$ cat config.mk
export PLATFORM = sky130hd
export DESIGN_NAME = fetch_queue_flat
export DESIGN_NICKNAME = d
export VERILOG_FILES = /design/src/rtl/fetch_queue_pkg.sv /design/src/rtl/fetch_queue_if.sv /design/src/rtl/fetch_queue_chk.sv /design/src/rtl/fetch_queue_sync_fifo.sv /design/src/rtl/fetch_queue.sv /design/src/flat_wrapper.sv
export SDC_FILE = /design/constraint.sdc
export NUM_CORES = 1
export LEC_CHECK = 0
export ABC_AREA = 1
export BUFFER_PORTS_ARGS = -buffer_cell sky130_fd_sc_hd__buf_2
export CAP_MARGIN = 15
export CORE_ASPECT_RATIO = 0.6
export CORE_MARGIN = 4
export CORE_UTILIZATION = 40
export CTS_CLUSTER_DIAMETER = 120
export DETAILED_ROUTE_END_ITERATION = 12
export GPL_TIMING_DRIVEN = 0
export PLACE_DENSITY_LB_ADDON = 0.3
export SYNTH_ARGS = -nofsm -noshare
export SYNTH_HDL_FRONTEND = slang
export SYNTH_SLANG_ARGS = --single-unit
$ cat constraint.sdc
create_clock -name clk -period 6.8 [get_ports clk]
set_input_delay 1.02 -clock clk [delete_from_list [all_inputs] [get_ports clk]]
set_output_delay 1.02 -clock clk [all_outputs]
set_load 0.1 [all_outputs]
$ cat src/rtl/fetch_queue_pkg.sv
// Shared types and constants for the instruction-fetch queue.
// The fetch entry pairs a returned instruction word with the PC it was fetched from.
package fetch_pkg;

    localparam int PC_W    = 32;
    localparam int INSTR_W = 32;

    localparam logic [INSTR_W-1:0] NOP_INSTR = 32'h0000_0013;

    typedef struct packed {
        logic [INSTR_W-1:0] instr;
        logic [PC_W-1:0]    pc;
    } fetch_entry_t;

endpackage

$ cat src/rtl/fetch_queue_if.sv
// Bus bundle for the fetch queue: instruction-memory request/response channel
// plus the decode-facing instruction handshake.
interface fetch_queue_if
    import fetch_pkg::*;
#(
    parameter int WIDTH = PC_W
);

    logic               imem_req_valid;
    logic [WIDTH-1:0]   imem_req_addr;
    logic               imem_req_ready;
    logic               imem_rsp_valid;
    logic [INSTR_W-1:0] imem_rsp_data;
    logic               instr_valid;
    logic [INSTR_W-1:0] instr;
    logic [WIDTH-1:0]   instr_pc;
    logic               instr_ready;

    modport master (
        output imem_req_valid, imem_req_addr, instr_valid, instr, instr_pc,
        input  imem_req_ready, imem_rsp_valid, imem_rsp_data, instr_ready
    );

    modport slave (
        input  imem_req_valid, imem_req_addr, instr_valid, instr, instr_pc,
        output imem_req_ready, imem_rsp_valid, imem_rsp_data, instr_ready
    );

endinterface

$ cat src/rtl/fetch_queue_chk.sv
// Protocol and overflow assertions for the fetch queue.
module fetch_queue_chk #(
    parameter int CNT_W = 3
) (
    input logic           clk,
    input logic           rst,
    input logic           rsp_valid,
    input logic [CNT_W:0] inflight,
    input logic           tag_push,
    input logic           tag_full,
    input logic           tag_pop,
    input logic           tag_empty,
    input logic           q_push,
    input logic           q_full
);

    a_rsp_needs_inflight: assert property (@(posedge clk) disable iff (!rst)
        !(rsp_valid && (inflight == {(CNT_W+1){1'b0}})));

    a_tag_no_overflow: assert property (@(posedge clk) disable iff (!rst)
        !(tag_push && tag_full));

    a_tag_no_underflow: assert property (@(posedge clk) disable iff (!rst)
        !(tag_pop && tag_empty));

    a_queue_no_overflow: assert property (@(posedge clk) disable iff (!rst)
        !(q_push && q_full));

endmodule

$ cat src/rtl/fetch_queue_sync_fifo.sv
// Single-clock first-word-fall-through FIFO with synchronous clear.
// Push when full and pop when empty are ignored; DEPTH must be a power of two.
module sync_fifo #(
    parameter int DATA_W = 32,
    parameter int DEPTH  = 4
) (
    input  logic                   clk,
    input  logic                   rst,
    input  logic                   push,
    input  logic                   pop,
    input  logic                   clear,
    input  logic [DATA_W-1:0]      wdata,
    output logic [DATA_W-1:0]      rdata,
    output logic                   full,
    output logic                   empty,
    output logic [$clog2(DEPTH):0] count
);

    localparam int PTR_W = $clog2(DEPTH);
    localparam int CNT_W = PTR_W + 1;
    localparam logic [CNT_W-1:0] DEPTH_C = CNT_W'(DEPTH);

    logic [DATA_W-1:0] mem_r [DEPTH];
    logic [PTR_W-1:0]  wr_ptr_r;
    logic [PTR_W-1:0]  rd_ptr_r;
    logic [CNT_W-1:0]  count_r;
    logic              do_push_s;
    logic              do_pop_s;

    // Status flags and qualified push/pop strobes.
    always_comb begin
        full      = (count_r == DEPTH_C);
        empty     = (count_r == {CNT_W{1'b0}});
        do_push_s = push && !full;
        do_pop_s  = pop && !empty;
        rdata     = mem_r[rd_ptr_r];
        count     = count_r;
    end

    // Pointer and occupancy registers; pointers wrap naturally at DEPTH.
    always_ff @(posedge clk) begin
        if (!rst || clear) begin
            wr_ptr_r <= {PTR_W{1'b0}};
            rd_ptr_r <= {PTR_W{1'b0}};
            count_r  <= {CNT_W{1'b0}};
        end else begin
            if (do_push_s) wr_ptr_r <= wr_ptr_r + PTR_W'(1);
            if (do_pop_s)  rd_ptr_r <= rd_ptr_r + PTR_W'(1);
            case ({do_push_s, do_pop_s})
                2'b10:   count_r <= count_r + CNT_W'(1);
                2'b01:   count_r <= count_r - CNT_W'(1);
                default: count_r <= count_r;
            endcase
        end
    end

    // Storage array; contents need no reset since occupancy gates every read.
    always_ff @(posedge clk) begin
        if (rst && !clear && do_push_s) mem_r[wr_ptr_r] <= wdata;
    end

endmodule

$ cat src/rtl/fetch_queue.sv
// Instruction-fetch stage: issues PCC to instruction memory under a credit limit,
// tags requests with their PC and buffers returned words in order for decode.
module fetch_queue
    import fetch_pkg::*;
#(
    parameter int WIDTH = PC_W,
    parameter int DEPTH = 4
) (
    input  logic             clk,
    input  logic             rst,
    input  logic [WIDTH-1:0] PCC,
    input  logic             flush,
    output logic             pc_advance,
    fetch_queue_if.master    bus
);

    localparam int CNT_W = $clog2(DEPTH) + 1;
    localparam int ENT_W = INSTR_W + WIDTH;
    localparam logic [CNT_W:0] DEPTH_C = (CNT_W+1)'(DEPTH);

    logic [CNT_W-1:0] tag_count_s;
    logic [CNT_W-1:0] q_count_s;
    logic [CNT_W-1:0] drop_cnt_r;
    logic [CNT_W-1:0] drop_nxt_s;
    logic [CNT_W:0]   inflight_s;
    logic [CNT_W:0]   occupancy_s;
    logic             credit_s;
    logic             req_valid_s;
    logic             req_fire_s;
    logic             rsp_live_s;
    logic             rsp_keep_s;
    logic             q_pop_s;
    logic             tag_full_s;
    logic             tag_empty_s;
    logic             q_full_s;
    logic             q_empty_s;
    logic [WIDTH-1:0] tag_pc_s;
    logic [ENT_W-1:0] q_wdata_s;
    logic [ENT_W-1:0] q_rdata_s;

    // Credit, handshake qualification and drop-count bookkeeping.
    // Stale responses still owed by memory are counted in drop_cnt so credit stays exact across a flush.
    always_comb begin
        inflight_s  = {1'b0, tag_count_s} + {1'b0, drop_cnt_r};
        occupancy_s = inflight_s + {1'b0, q_count_s};
        credit_s    = (occupancy_s < DEPTH_C);
        req_valid_s = rst && !flush && credit_s;
        req_fire_s  = req_valid_s && bus.imem_req_ready;
        rsp_live_s  = bus.imem_rsp_valid && (inflight_s != {(CNT_W+1){1'b0}});
        rsp_keep_s  = rsp_live_s && (drop_cnt_r == {CNT_W{1'b0}}) && !flush;
        q_pop_s     = !q_empty_s && bus.instr_ready && !flush;
        q_wdata_s   = {bus.imem_rsp_data, tag_pc_s};
        if (flush) begin
            drop_nxt_s = drop_cnt_r + tag_count_s - CNT_W'(rsp_live_s);
        end else if (rsp_live_s && (drop_cnt_r != {CNT_W{1'b0}})) begin
            drop_nxt_s = drop_cnt_r - CNT_W'(1);
        end else begin
            drop_nxt_s = drop_cnt_r;
        end
    end

    // Drop counter register.
    always_ff @(posedge clk) begin
        if (!rst) begin
            drop_cnt_r <= {CNT_W{1'b0}};
        end else begin
            drop_cnt_r <= drop_nxt_s;
        end
    end

    // Output drive; an empty queue presents a NOP rather than stale storage.
    always_comb begin
        bus.imem_req_valid = req_valid_s;
        bus.imem_req_addr  = PCC;
        pc_advance         = req_fire_s;
        bus.instr_valid    = !q_empty_s;
        bus.instr_pc       = q_rdata_s[WIDTH-1:0];
        if (q_empty_s) begin
            bus.instr = NOP_INSTR;
        end else begin
            bus.instr = q_rdata_s[ENT_W-1:WIDTH];
        end
    end

    sync_fifo #(
        .DATA_W (WIDTH),
        .DEPTH  (DEPTH)
    ) u_pc_tag (
        .clk   (clk),
        .rst   (rst),
        .push  (req_fire_s),
        .pop   (rsp_keep_s),
        .clear (flush),
        .wdata (PCC),
        .rdata (tag_pc_s),
        .full  (tag_full_s),
        .empty (tag_empty_s),
        .count (tag_count_s)
    );

    sync_fifo #(
        .DATA_W (ENT_W),
        .DEPTH  (DEPTH)
    ) u_instr_q (
        .clk   (clk),
        .rst   (rst),
        .push  (rsp_keep_s),
        .pop   (q_pop_s),
        .clear (flush),
        .wdata (q_wdata_s),
        .rdata (q_rdata_s),
        .full  (q_full_s),
        .empty (q_empty_s),
        .count (q_count_s)
    );

    fetch_queue_chk #(
        .CNT_W (CNT_W)
    ) u_chk (
        .clk       (clk),
        .rst       (rst),
        .rsp_valid (bus.imem_rsp_valid),
        .inflight  (inflight_s),
        .tag_push  (req_fire_s),
        .tag_full  (tag_full_s),
        .tag_pop   (rsp_keep_s),
        .tag_empty (tag_empty_s),
        .q_push    (rsp_keep_s),
        .q_full    (q_full_s)
    );

endmodule

$ cat src/flat_wrapper.sv
// flat-port wrapper written by rule: the top's interface ports become plain ports
module fetch_queue_flat import fetch_pkg::*;
#(
    parameter int WIDTH = PC_W,
    parameter int DEPTH = 4
)
  (clk, rst, PCC, flush, pc_advance, bus_imem_req_valid, bus_imem_req_addr, bus_instr_valid, bus_instr, bus_instr_pc, bus_imem_req_ready, bus_imem_rsp_valid, bus_imem_rsp_data, bus_instr_ready);
  fetch_queue_if #(.WIDTH(WIDTH)) bus_i ();
  input  logic clk;
  input  logic rst;
  input  logic [WIDTH-1:0] PCC;
  input  logic flush;
  output logic pc_advance;
  output wire logic [$bits(bus_i.imem_req_valid)-1:0] bus_imem_req_valid;
  output wire logic [$bits(bus_i.imem_req_addr)-1:0] bus_imem_req_addr;
  output wire logic [$bits(bus_i.instr_valid)-1:0] bus_instr_valid;
  output wire logic [$bits(bus_i.instr)-1:0] bus_instr;
  output wire logic [$bits(bus_i.instr_pc)-1:0] bus_instr_pc;
  input wire logic [$bits(bus_i.imem_req_ready)-1:0] bus_imem_req_ready;
  input wire logic [$bits(bus_i.imem_rsp_valid)-1:0] bus_imem_rsp_valid;
  input wire logic [$bits(bus_i.imem_rsp_data)-1:0] bus_imem_rsp_data;
  input wire logic [$bits(bus_i.instr_ready)-1:0] bus_instr_ready;
  assign bus_imem_req_valid = bus_i.imem_req_valid;
  assign bus_imem_req_addr = bus_i.imem_req_addr;
  assign bus_instr_valid = bus_i.instr_valid;
  assign bus_instr = bus_i.instr;
  assign bus_instr_pc = bus_i.instr_pc;
  assign bus_i.imem_req_ready = bus_imem_req_ready;
  assign bus_i.imem_rsp_valid = bus_imem_rsp_valid;
  assign bus_i.imem_rsp_data = bus_imem_rsp_data;
  assign bus_i.instr_ready = bus_instr_ready;
  fetch_queue #(.WIDTH(WIDTH), .DEPTH(DEPTH)) u_core (.clk(clk), .rst(rst), .PCC(PCC), .flush(flush), .pc_advance(pc_advance), .bus(bus_i));
endmodule
==> results.py, run 1 <==
metrics = {
    "clock_tree": {
        "clock-root-buffer": "clkbuf_16",
        "clockBufferDepth": 3,
        "numCtsBuffers": 38,
        "cts.clk_slew.worst_paths_ps": 60,
        "cts_tree": "yes",
        "post-cts-setup-buffer-count": 0,
        "cts_htree_levels": 2,
        "clock-sinks": 405,
        "cts_hold_buffers": 0,
        "clk-insertion-delay-late_ps": 540,
        "post_cts_resized": 0,
    },
    "placement": {
        "placed_cell_area_mm2": 0.0180,
        "gp_congestion": 0.793,
        "dp_hpwl_um": 26200,
        "io_buffers": 167,
    },
    "die": {
        "die_h_um": 163,
        "io_pins": 169,
        "die_w_um": 267,
        "core_area_mm2": 0.0394,
        "dieArea_mm2": 0.0436,
        "num_rows": 56,
        "start_util_pct": 40.8,
    },
    "final_layout": {
        "fillers": 3461,
        "final_area_mm2": 0.0193,
        "syn_to_final_growth_pct": 19.9,
        "multi_input_area_mm2": 0.00347,
        "ff_latch_area_mm2": 0.0120,
        "final_util_pct": 48.9,
        "nets": 1569,
        "drive_gt1_share_pct": 21.5,
    },
    "routing": {
        "routedWlPerCell_um": 19.1,
        "drtAntennaViolNets": 0,
        "drt_first_pass_iters": 6,
        "via_per_inst": 5.07,
        "drt_first_iter_violations": 850,
        "drc": 0,
        "vias": 10300,
        "postRouteWirelength_um": 38600,
    },
    "worst_setup_path": {
        "r2r_start": "u_core.u_pc_tag.count[0]$_SDFFE_PP0P_",
        "cp.required_ps": 5780,
        "reg2regPathDepth": 20,
        "rrSetupSlack_ps": 2960,
        "slowest_delay_ps": 460,
        "worstPathArrival_ps": 3380,
        "crit_end": "pc_advance",
        "end_kind": "primary output",
        "reg2reg_to": "u_core.u_pc_tag.count[2]$_SDFFE_PP0P_",
        "path_cells": "ha_1 -> fa_1 -> xnor2_1 -> inv_1 -> ha_1 -> nand2_1 -> nor2_1 -> nor2_1 -> nand2_1 -> nand2_1 -> nand3_1 -> inv_1 -> buf_2",
        "crit_start": "u_core.u_pc_tag.count[0]$_SDFFE_PP0P_",
        "critPathMostFrequentCell": "nand2_1",
        "setup.worst_path.class": "reg2out",
        "crit_slowest_cell": "fa_1",
        "worst-path-max-fanout": 6,
        "critPathLaunchType": "register",
    },
    "timing": {
        "post-route-period-util_pct": 64.7,
        "relSlewSlack_pct": 36.6,
        "setup_viol": 0,
        "max_freq_mhz": 227,
        "rsz0062_at_grt": "no",
        "final.setup_skew_ps": 21.3,
        "period_needed_ps": 4400,
        "tightestPinTransition_ps": 947,
        "timing.final.max_slew_violations": 0,
        "hold_viol_final": 0,
    },
    "synthesis": {
        "ys_seq_elements": 405,
        "avgSynthCellArea_um2": 13.0,
        "yosys_warnings": 0,
        "synth_edf_count": 384,
        "seq_area_frac_synth_pct": 74.4,
        "synth.cell_area_mm2": 0.0161,
        "synth.distinct_cells": 32,
        "postSynthCellCount": 1238,
        "synthArstFlopShare_pct": 0,
        "postSynthNetCount": 1332,
        "ys.flop_type": "edfxtp_1",
    },
    "worst_hold_path": {
        "hp-class": "reg2reg",
        "hold_start": "u_core.u_pc_tag.rd_ptr_r[0]$_SDFFE_PP0P_",
    },
    "run": {
        "drv_cap": 0,
    },
    "power_and_ir_drop": {
        "p_per_area_mw_per_mm2": 278,
        "ir_drop_mv": 0.204,
        "power.static_leakage_nw": 6.94,
    },
    "global_routing": {
        "grt_max_degree": 29,
        "grt_pass1_vias": 10000,
        "grt_usage_pct": 17.7,
        "antenna_found_initial": 1,
        "grt_pass1_wl_um": 59100,
        "grt.overflow.total": 0,
    },
    "outcome": {
        "status": "complete, no violations",
    },
}
==> where the power goes <==
part	internal [mW]	total, mW	switching [mW]
sequential	2.75	2.76	0.0119
combinational	0.0923	0.379	0.287
clock	1.32	2.21	0.888
==> layer usage <==
metal,vias to the layer above,wire length [um],track usage [%]
met1,5009,17700,25.3
li1,4920,-,-
met3,52,2060,3.00
met2,284,18000,28.7
met5,-,0,0
met4,0,822,4.27
==> synthesized netlist by cell type (2+ instances only) <==
master | number | area (um^2)
edfxtp_1 | 384 | 11500
nor2_1 | 281 | 1050
o21ai_0 | 199 | 996
o22ai_1 | 64 | 400
a21oi_1 | 47 | 235
inv_1 | 42 | 158
clkbuf_1 | 37 | 139
nand2_1 | 36 | 135
buf_4 | 33 | 248
dfxtp_1 | 21 | 420
ha_1 | 20 | 250
buf_2 | 19 | 95.1
nand3_1 | 14 | 70.1
buf_1 | 7 | 26.3
fa_1 | 4 | 80.1
inv_2 | 4 | 15.0
nor3b_1 | 4 | 30.0
nand4_1 | 3 | 18.8
o311ai_0 | 3 | 26.3
nor2_2 | 2 | 12.5
nor3_1 | 2 | 10.0
xor2_1 | 2 | 17.5
==> placed cells by master, fill, tap and decap left out, types with 4 or more instances in the layout <==
master,instances
clkbuf_1,45
dfxtp_1,21
nand2_1,36
inv_1,42
ha_1,20
clkbuf_16,39
fa_1,4
nor2_4,5
o21ai_0,199
clkinv_1,6
edfxtp_1,384
nor2_1,277
buf_6,23
buf_12,4
buf_1,7
o22ai_1,64
nand3_1,14
bufinv_16,7
clkinv_2,5
nor3b_2,4
buf_2,186
inv_2,4
buf_4,35
a21oi_1,47
==> cell families after synthesis <==
group	Yosys count	share of synthesized area, %
adders and majority gates	24	2.06
and+or+nand+nor	347	8.67
buffers and inverters	144	4.33
xor gates and xnor gates	3	0.164
muxes	1	0.0623
DFF	405	74.4
AOI/OAI and AO/OA	314	10.4
==> flip-flops by register name, summed over array words and instances, names as in the netlist, named ones only <==
| register | count |
|---|---|
| u_core.u_instr_q.count | 3 |
| u_core.u_instr_q.wr_ptr_r | 2 |
| u_core.u_instr_q.mem_r | 256 |
| u_core.u_pc_tag.wr_ptr_r | 2 |
| u_core.u_instr_q.rd_ptr_r | 2 |
| u_core.u_pc_tag.count | 3 |
| u_core.u_pc_tag.rd_ptr_r | 2 |
| u_core.drop_cnt_r | 3 |
| u_core.u_pc_tag.mem_r | 128 |
==> worst max-delay path: cells and delay by family, from the launching register on <==
family	cells	cell delay, ps
simple gates	6	560
buf+inv	3	580
flops	1	370
xor+xnor	1	260
fa+ha+maj	3	1080
==> stage by stage <==
step	power (mW)	setup TNS [ps]	cells	hold slack [ps]	setup WS [ps]
floorplan	3.09	-28970	1238	436	-113
global placement	3.19	-1010370	1927	456	-4180
detailed placement	3.20	0	1957	470	2990
CTS	5.40	0	2024	481	2370
global route	5.55	0	2025	496	2130
finish	5.35	0	2025	480	2400
==> final cells by class <==
cell class                 instances  area share (%)
buffer                            97            2.69
clock inverter                    20            1.45
timing repair buffer             197            6.27
sequential                       405            62.0
tap                              522            3.39
antenna                            1          0.0130
inverter                          47           0.915
clock buffer                      47            5.22
multi-input combinational        689            18.0
==> how the worst min path moves through the flow <==
| stage | endpoint | slack, ps | cells past startpoint |
|---|---|---|---|
| final | u_core.u_pc_tag.rd_ptr_r[0]$_SDFFE_PP0P_ | 480 | 2 |
| after global routing | u_core.u_pc_tag.rd_ptr_r[0]$_SDFFE_PP0P_ | 500 | 2 |
| after CTS | u_core.u_pc_tag.rd_ptr_r[0]$_SDFFE_PP0P_ | 480 | 2 |
| after detailed placement | u_core.u_pc_tag.rd_ptr_r[0]$_SDFFE_PP0P_ | 470 | 2 |
| after global placement | u_core.u_instr_q.rd_ptr_r[0]$_SDFFE_PP0P_ | 460 | 1 |
| after floorplan | register | 440 | 2 |
No activity file was read; power rests on OpenSTA's default activity.
==> run 2, diff against run 1 <==
--- a/config.mk
+++ b/config.mk
@@ -5,7 +5,7 @@
 export SDC_FILE = /design/constraint.sdc
 export NUM_CORES = 1
 export LEC_CHECK = 0
-export ABC_AREA = 1
+export ABC_AREA = 0
 export BUFFER_PORTS_ARGS = -buffer_cell sky130_fd_sc_hd__buf_2
 export CAP_MARGIN = 15
 export CORE_ASPECT_RATIO = 0.6
==> constraint.sdc (replaced) <==
create_clock -name clk -period 3.8 [get_ports clk]
set_input_delay 0.57 -clock clk [delete_from_list [all_inputs] [get_ports clk]]
set_output_delay 0.57 -clock clk [all_outputs]
set_load 0.1 [all_outputs]
==> results.py, run 2 <==
metrics = {
    "power_and_ir_drop": {
        "ir_drop_mv": 0.227,
        "power.static_leakage_nw": 6.22,
        "p_per_area_mw_per_mm2": 513,
    },
    "timing": {
        "tightestPinTransition_ps": 1050,
        "post-route-period-util_pct": 96.2,
        "max_freq_mhz": 274,
        "setup_viol": 0,
        "hold_ws_ps": 253,
        "hold_viol_final": 0,
        "relSlewSlack_pct": 29.3,
        "final.setup_skew_ps": 16.8,
        "timing.final.max_slew_violations": 0,
        "period_needed_ps": 3660,
    },
    "die": {
        "core_area_mm2": 0.0382,
        "die_h_um": 161,
        "num_rows": 55,
        "io_pins": 169,
        "start_util_pct": 41.1,
        "dieArea_mm2": 0.0425,
        "die_w_um": 264,
    },
    "final_layout": {
        "fillers": 3154,
        "instances_no_fill": 1493,
        "largest_register": "u_core.u_instr_q.mem_r",
        "num_antenna_cells": 0,
        "largestRegisters": "u_core.u_instr_q.mem_r: 256 flops, u_core.u_pc_tag.mem_r: 128 flops",
        "layout_commonest_cell": "edfxtp_1",
        "final_util_pct": 49.0,
        "nets": 1043,
        "largest_register_ffs": 256,
        "syn_to_final_growth_pct": 19.3,
        "final_cell_mix": "edfxtp_1 (384), buf_2 (179), mux4_2 (96)",
        "drive_gt1_share_pct": 40.8,
    },
    "synthesis": {
        "yosys_warnings": 0,
        "synth_adder_area_share_pct": 2.11,
        "ys_seq_elements": 405,
        "synth_edf_count": 384,
        "seq_area_frac_synth_pct": 76.2,
        "synth.cell_area_mm2": 0.0157,
        "synth_top_family_by_area": "multiplexers",
        "synthTopCellsByCount": "edfxtp_1 (384), mux4_2 (96), buf_4 (32), nor2b_1 (30)",
        "synthArstFlopShare_pct": 0,
        "yosys-top-cells-area": "edfxtp_1 (74%), mux4_2 (14%), dfxtp_1 (2.7%), ha_1 (1.6%), buf_4 (1.5%)",
        "avgSynthCellArea_um2": 21.4,
        "synth-compound-area-share_pct": 1.26,
        "synthSimpleGateAreaFrac_pct": 3.02,
        "synth_top_area_share_pct": 73.5,
        "synth_xor_area_share_pct": 0.726,
        "synth.distinct_cells": 45,
        "ys.flop_type": "edfxtp_1",
        "yosysMostFrequentCell": "edfxtp_1",
        "synthMuxAreaShare_pct": 13.9,
        "postSynthNetCount": 827,
        "postSynthCellCount": 733,
        "synth_top_area_cell": "edfxtp_1",
    },
    "placement": {
        "io_buffers": 167,
        "dp_hpwl_um": 19600,
        "dp_cells": 1421,
        "gp_congestion": 0.697,
    },
    "worst_setup_path": {
        "worst-path-max-fanout": 7,
        "worstPathArrival_ps": 4110,
        "path_cells": "ha_2 -> fa_2 -> ha_1 -> a31oi_4 -> a21oi_1 -> and4_1 -> or2_1 -> buf_2 -> inv_1 -> ha_2 -> inv_1 -> fa_1 -> xor2_1 -> or3_1 -> a21oi_1",
        "rrSetupSlack_ps": 140,
        "critPathLaunchType": "register",
        "cp.required_ps": 4260,
        "end_kind": "register",
        "slowest_delay_ps": 580,
        "setup.worst_path.class": "reg2reg",
        "crit_slowest_cell": "fa_2",
    },
    "routing": {
        "drt_first_iter_violations": 630,
        "postRouteWirelength_um": 30900,
        "via_per_inst": 4.95,
        "routedWlPerCell_um": 20.7,
        "drtAntennaViolNets": 0,
        "vias": 7393,
        "drc": 0,
        "drt_first_pass_iters": 5,
    },
    "clock_tree": {
        "clk-insertion-delay-late_ps": 530,
        "numCtsBuffers": 39,
        "clock-root-buffer": "clkbuf_16",
        "clockBufferDepth": 3,
        "cts.clk_slew.worst_paths_ps": 60,
        "cts_htree_levels": 2,
        "cts_hold_buffers": 0,
        "clock-sinks": 405,
        "cts_tree": "yes",
    },
    "global_routing": {
        "grt_max_degree": 53,
        "grt_usage_pct": 14.7,
        "grt_pass1_vias": 7739,
        "grt.overflow.total": 0,
        "grt_pass1_wl_um": 48000,
        "antenna_found_initial": 1,
    },
    "outcome": {
        "status": "complete, no violations",
    },
    "worst_hold_path": {
        "hp-class": "in2reg",
    },
    "run": {
        "drv_cap": 0,
    },
}
==> run 2: cell families (layout without fill, tap and decap cells) <==
logic type      Yosys count  in the layout
flops                   405            405
mux                      97             97
simple gates             84             84
buf+inv                  82            329
compound gates           28             28
fa+ha+maj                24             24
xor+xnor                 13             13
==> run 2: power by group <==
group / leakage [nW] / switching [mW] / internal [mW]
registers: 3.63 / 0.0249 / 4.94
clock network: 0.617 / 1.64 / 2.22
logic: 1.98 / 0.563 / 0.221
total: 6.22 / 2.22 / 7.37
==> run 2: critical path: cells and delay by family (launching register included) <==
kind	cells	cell delay (ps)
adder cells (fa/ha/maj)	5	1630
AND/OR/NAND/NOR	3	710
AO/OA/AOI/OAI	3	430
flip-flops	1	370
buffers and inverters	3	270
XOR/XNOR	1	160
==> run 2: cell type report <==
| class | count | area [um^2] | share of cell area, % |
|---|---|---|---|
| Clock inverter | 20 | 201 | 1.08 |
| Multi-Input combinational cell | 246 | 3350 | 17.9 |
| Timing Repair Buffer | 176 | 1040 | 5.58 |
| Inverter | 21 | 78.8 | 0.421 |
| Tap cell | 513 | 642 | 3.43 |
| Clock buffer | 52 | 1080 | 5.75 |
| Sequential cell | 405 | 12000 | 63.9 |
| Buffer | 60 | 362 | 1.93 |
==> run 2: path summary, 6_finish.rpt <==
path / from / to / depth (start not counted)
max: u_core.u_pc_tag.count[0]$_SDFFE_PP0P_ / u_core.u_pc_tag.count[2]$_SDFFE_PP0P_ / 15
min: bus_imem_rsp_data[16] / u_core.u_instr_q.mem_r[0][48]$_DFFE_PP_ / 1
max reg2reg: u_core.u_pc_tag.count[0]$_SDFFE_PP0P_ / u_core.u_pc_tag.count[2]$_SDFFE_PP0P_ / 15
min reg2reg: u_core.u_pc_tag.wr_ptr_r[0]$_SDFFE_PP0P_ / u_core.u_pc_tag.wr_ptr_r[0]$_SDFFE_PP0P_ / 2
==> run 2: metal layers <==
layer	share of wire, %	global-route usage (%)	up-vias
met5	0	0	-
met3	5.0	3.33	45
li1	-	-	3359
met4	1.5	2.77	0
met2	46	22.7	189
met1	48	21.8	3800
==> run 2: through the flow <==
stage	setup WS [ps]	power [mW]	cell area [um^2]	setup TNS, ps
after CTS	33.1	9.71	18700	0
after global placement	-1590	5.82	17200	-454140
final	144	9.60	18700	0
after floorplan	8.99	5.64	15700	0
after global routing	-13.5	9.98	18700	-19.8
after detailed placement	-75.8	5.83	17400	-75.8
==> run 2: repair_timing <==
action,4_1_cts,5_1_grt
gates resized for setup,3,6
pin swaps,1,1
setup endpoints to repair,4,3
setup buffers,1,0
==> run 3, diff against run 2 <==
--- a/config.mk
+++ b/config.mk
@@ -15,6 +15,7 @@
 export DETAILED_ROUTE_END_ITERATION = 12
 export GPL_TIMING_DRIVEN = 0
 export PLACE_DENSITY_LB_ADDON = 0.3
+export SETUP_SLACK_MARGIN = 0.2
 export SYNTH_ARGS = -nofsm -noshare
 export SYNTH_HDL_FRONTEND = slang
 export SYNTH_SLANG_ARGS = --single-unit
==> results.py, run 3 (synthesis gave the netlist of run 2 again) <==
metrics = {
    "worst_setup_path": {
        "critPathLaunchType": "register",
        "worst-path-max-fanout": 4,
        "crit_start": "u_core.u_pc_tag.count[0]$_SDFFE_PP0P_",
        "end_kind": "register",
        "worstPathArrival_ps": 3920,
        "cp.required_ps": 4250,
        "r2r_start": "u_core.u_pc_tag.count[0]$_SDFFE_PP0P_",
        "setup.worst_path.class": "reg2reg",
    },
    "timing": {
        "post-route-period-util_pct": 91.1,
        "fin_setup_tns_ps": 0,
        "fin_ws_ps": 339,
        "rsz0062_at_grt": "no",
        "hold_viol_final": 0,
        "final.setup_skew_ps": 13.0,
        "period_needed_ps": 3460,
        "hold_ws_ps": 273,
        "max_freq_mhz": 289,
        "relSlewSlack_pct": 47.9,
        "tightestPinTransition_ps": 782,
        "setup_viol": 0,
        "timing.final.max_slew_violations": 0,
    },
    "clock_tree": {
        "numCtsBuffers": 38,
        "clock-root-buffer": "clkbuf_16",
        "cts.clk_slew.worst_paths_ps": 60,
        "clk-insertion-delay-late_ps": 520,
        "clockBufferDepth": 3,
        "cts_htree_levels": 2,
        "clock-sinks": 405,
        "cts_tree": "yes",
    },
    "power_and_ir_drop": {
        "power.static_leakage_nw": 6.19,
        "p_per_area_mw_per_mm2": 496,
        "power.total_mw": 9.25,
        "ir_drop_mv": 0.249,
    },
    "global_routing": {
        "antenna_found_initial": 0,
        "grt.overflow.total": 0,
        "grt_pass1_wl_um": 47200,
        "grt_pass1_vias": 7614,
        "grt_max_degree": 43,
        "grt_usage_pct": 14.4,
    },
    "die": {
        "num_rows": 55,
        "core_area_mm2": 0.0382,
        "start_util_pct": 41.1,
        "io_pins": 169,
        "dieArea_mm2": 0.0425,
        "die_w_um": 264,
        "die_h_um": 161,
    },
    "placement": {
        "gp_congestion": 0.729,
        "dp_cells": 1421,
        "io_buffers": 167,
        "dp_hpwl_um": 19600,
        "place_ws_ps": -3.76,
        "placed_cell_area_mm2": 0.0174,
    },
    "routing": {
        "drc": 0,
        "drt_first_iter_violations": 588,
        "drtAntennaViolNets": 0,
        "vias": 7399,
        "postRouteWirelength_um": 30800,
        "routedWlPerCell_um": 20.6,
        "drt_first_pass_iters": 5,
        "via_per_inst": 4.96,
    },
    "final_layout": {
        "syn_to_final_growth_pct": 19.0,
        "final_area_mm2": 0.0187,
        "layout_commonest_cell": "edfxtp_1",
        "final_util_pct": 48.9,
        "instances_no_fill": 1491,
        "largest_register": "u_core.u_instr_q.mem_r",
        "drive_gt1_share_pct": 41.6,
        "num_antenna_cells": 0,
        "nets": 1047,
        "final_cell_mix": "edfxtp_1 (384), buf_2 (177), mux4_2 (96)",
        "largest_register_ffs": 256,
        "largestRegisters": "u_core.u_instr_q.mem_r: 256 flops, u_core.u_pc_tag.mem_r: 128 flops",
    },
    "worst_hold_path": {
        "hp-class": "in2reg",
        "hold_start": "bus_imem_rsp_data[21]",
    },
    "run": {
        "drv_cap": 0,
    },
    "outcome": {
        "status": "complete, no violations",
    },
}
[run 3: final cells by class]
type	count	area [um^2]
tap	513	642
clock buffer	51	1060
fill	3151	19500
inverter	21	78.8
timing repair buffer	180	1080
sequential	405	12000
buffer	61	374
clock inverter	14	67.6
multi-input combinational	246	3400
[run 3: repair_timing]
item / in CTS / in global routing
gates resized for setup: 11 / 12
pin swaps: 5 / 8
endpoints found under the setup margin: 29 / 3
hold buffers: 0 / 0
buffers inserted: 2 / 3
[run 3: critical path, cell delays in order (launching register included)]
cell,delay [ps]
dfxtp_4,360
ha_4,160
fa_2,570
ha_4,210
a31oi_4,220
a21oi_2,60
and4_1,170
or2_1,240
buf_6,120
inv_1,50
ha_2,180
inv_2,40
fa_2,360
xor2_2,160
or3_1,390
a21oi_2,120
[run 3: layer usage]
metal	vias to the layer above	track usage, %	wire length, um
met5	-	0	0
met4	0	2.51	379
met3	38	3.24	1620
met2	178	22.4	14300
met1	3823	21.4	14500
li1	3360	-	-
[run 3: report_power, final]
group | switching, mW | internal (mW)
registers | 0.0265 | 4.94
clock network | 1.53 | 1.95
logic | 0.569 | 0.230
[run 3: worst paths after layout]
kind | to | slack, ps | depth (start not counted)
setup / recovery | u_core.u_pc_tag.count[2]$_SDFFE_PP0P_ | 340 | 15
hold / removal | u_core.u_instr_q.mem_r[2][53]$_DFFE_PP_ | 270 | 1
setup reg to reg | u_core.u_pc_tag.count[2]$_SDFFE_PP0P_ | 340 | 15
hold reg to reg | u_core.u_pc_tag.wr_ptr_r[0]$_SDFFE_PP0P_ | 500 | 2
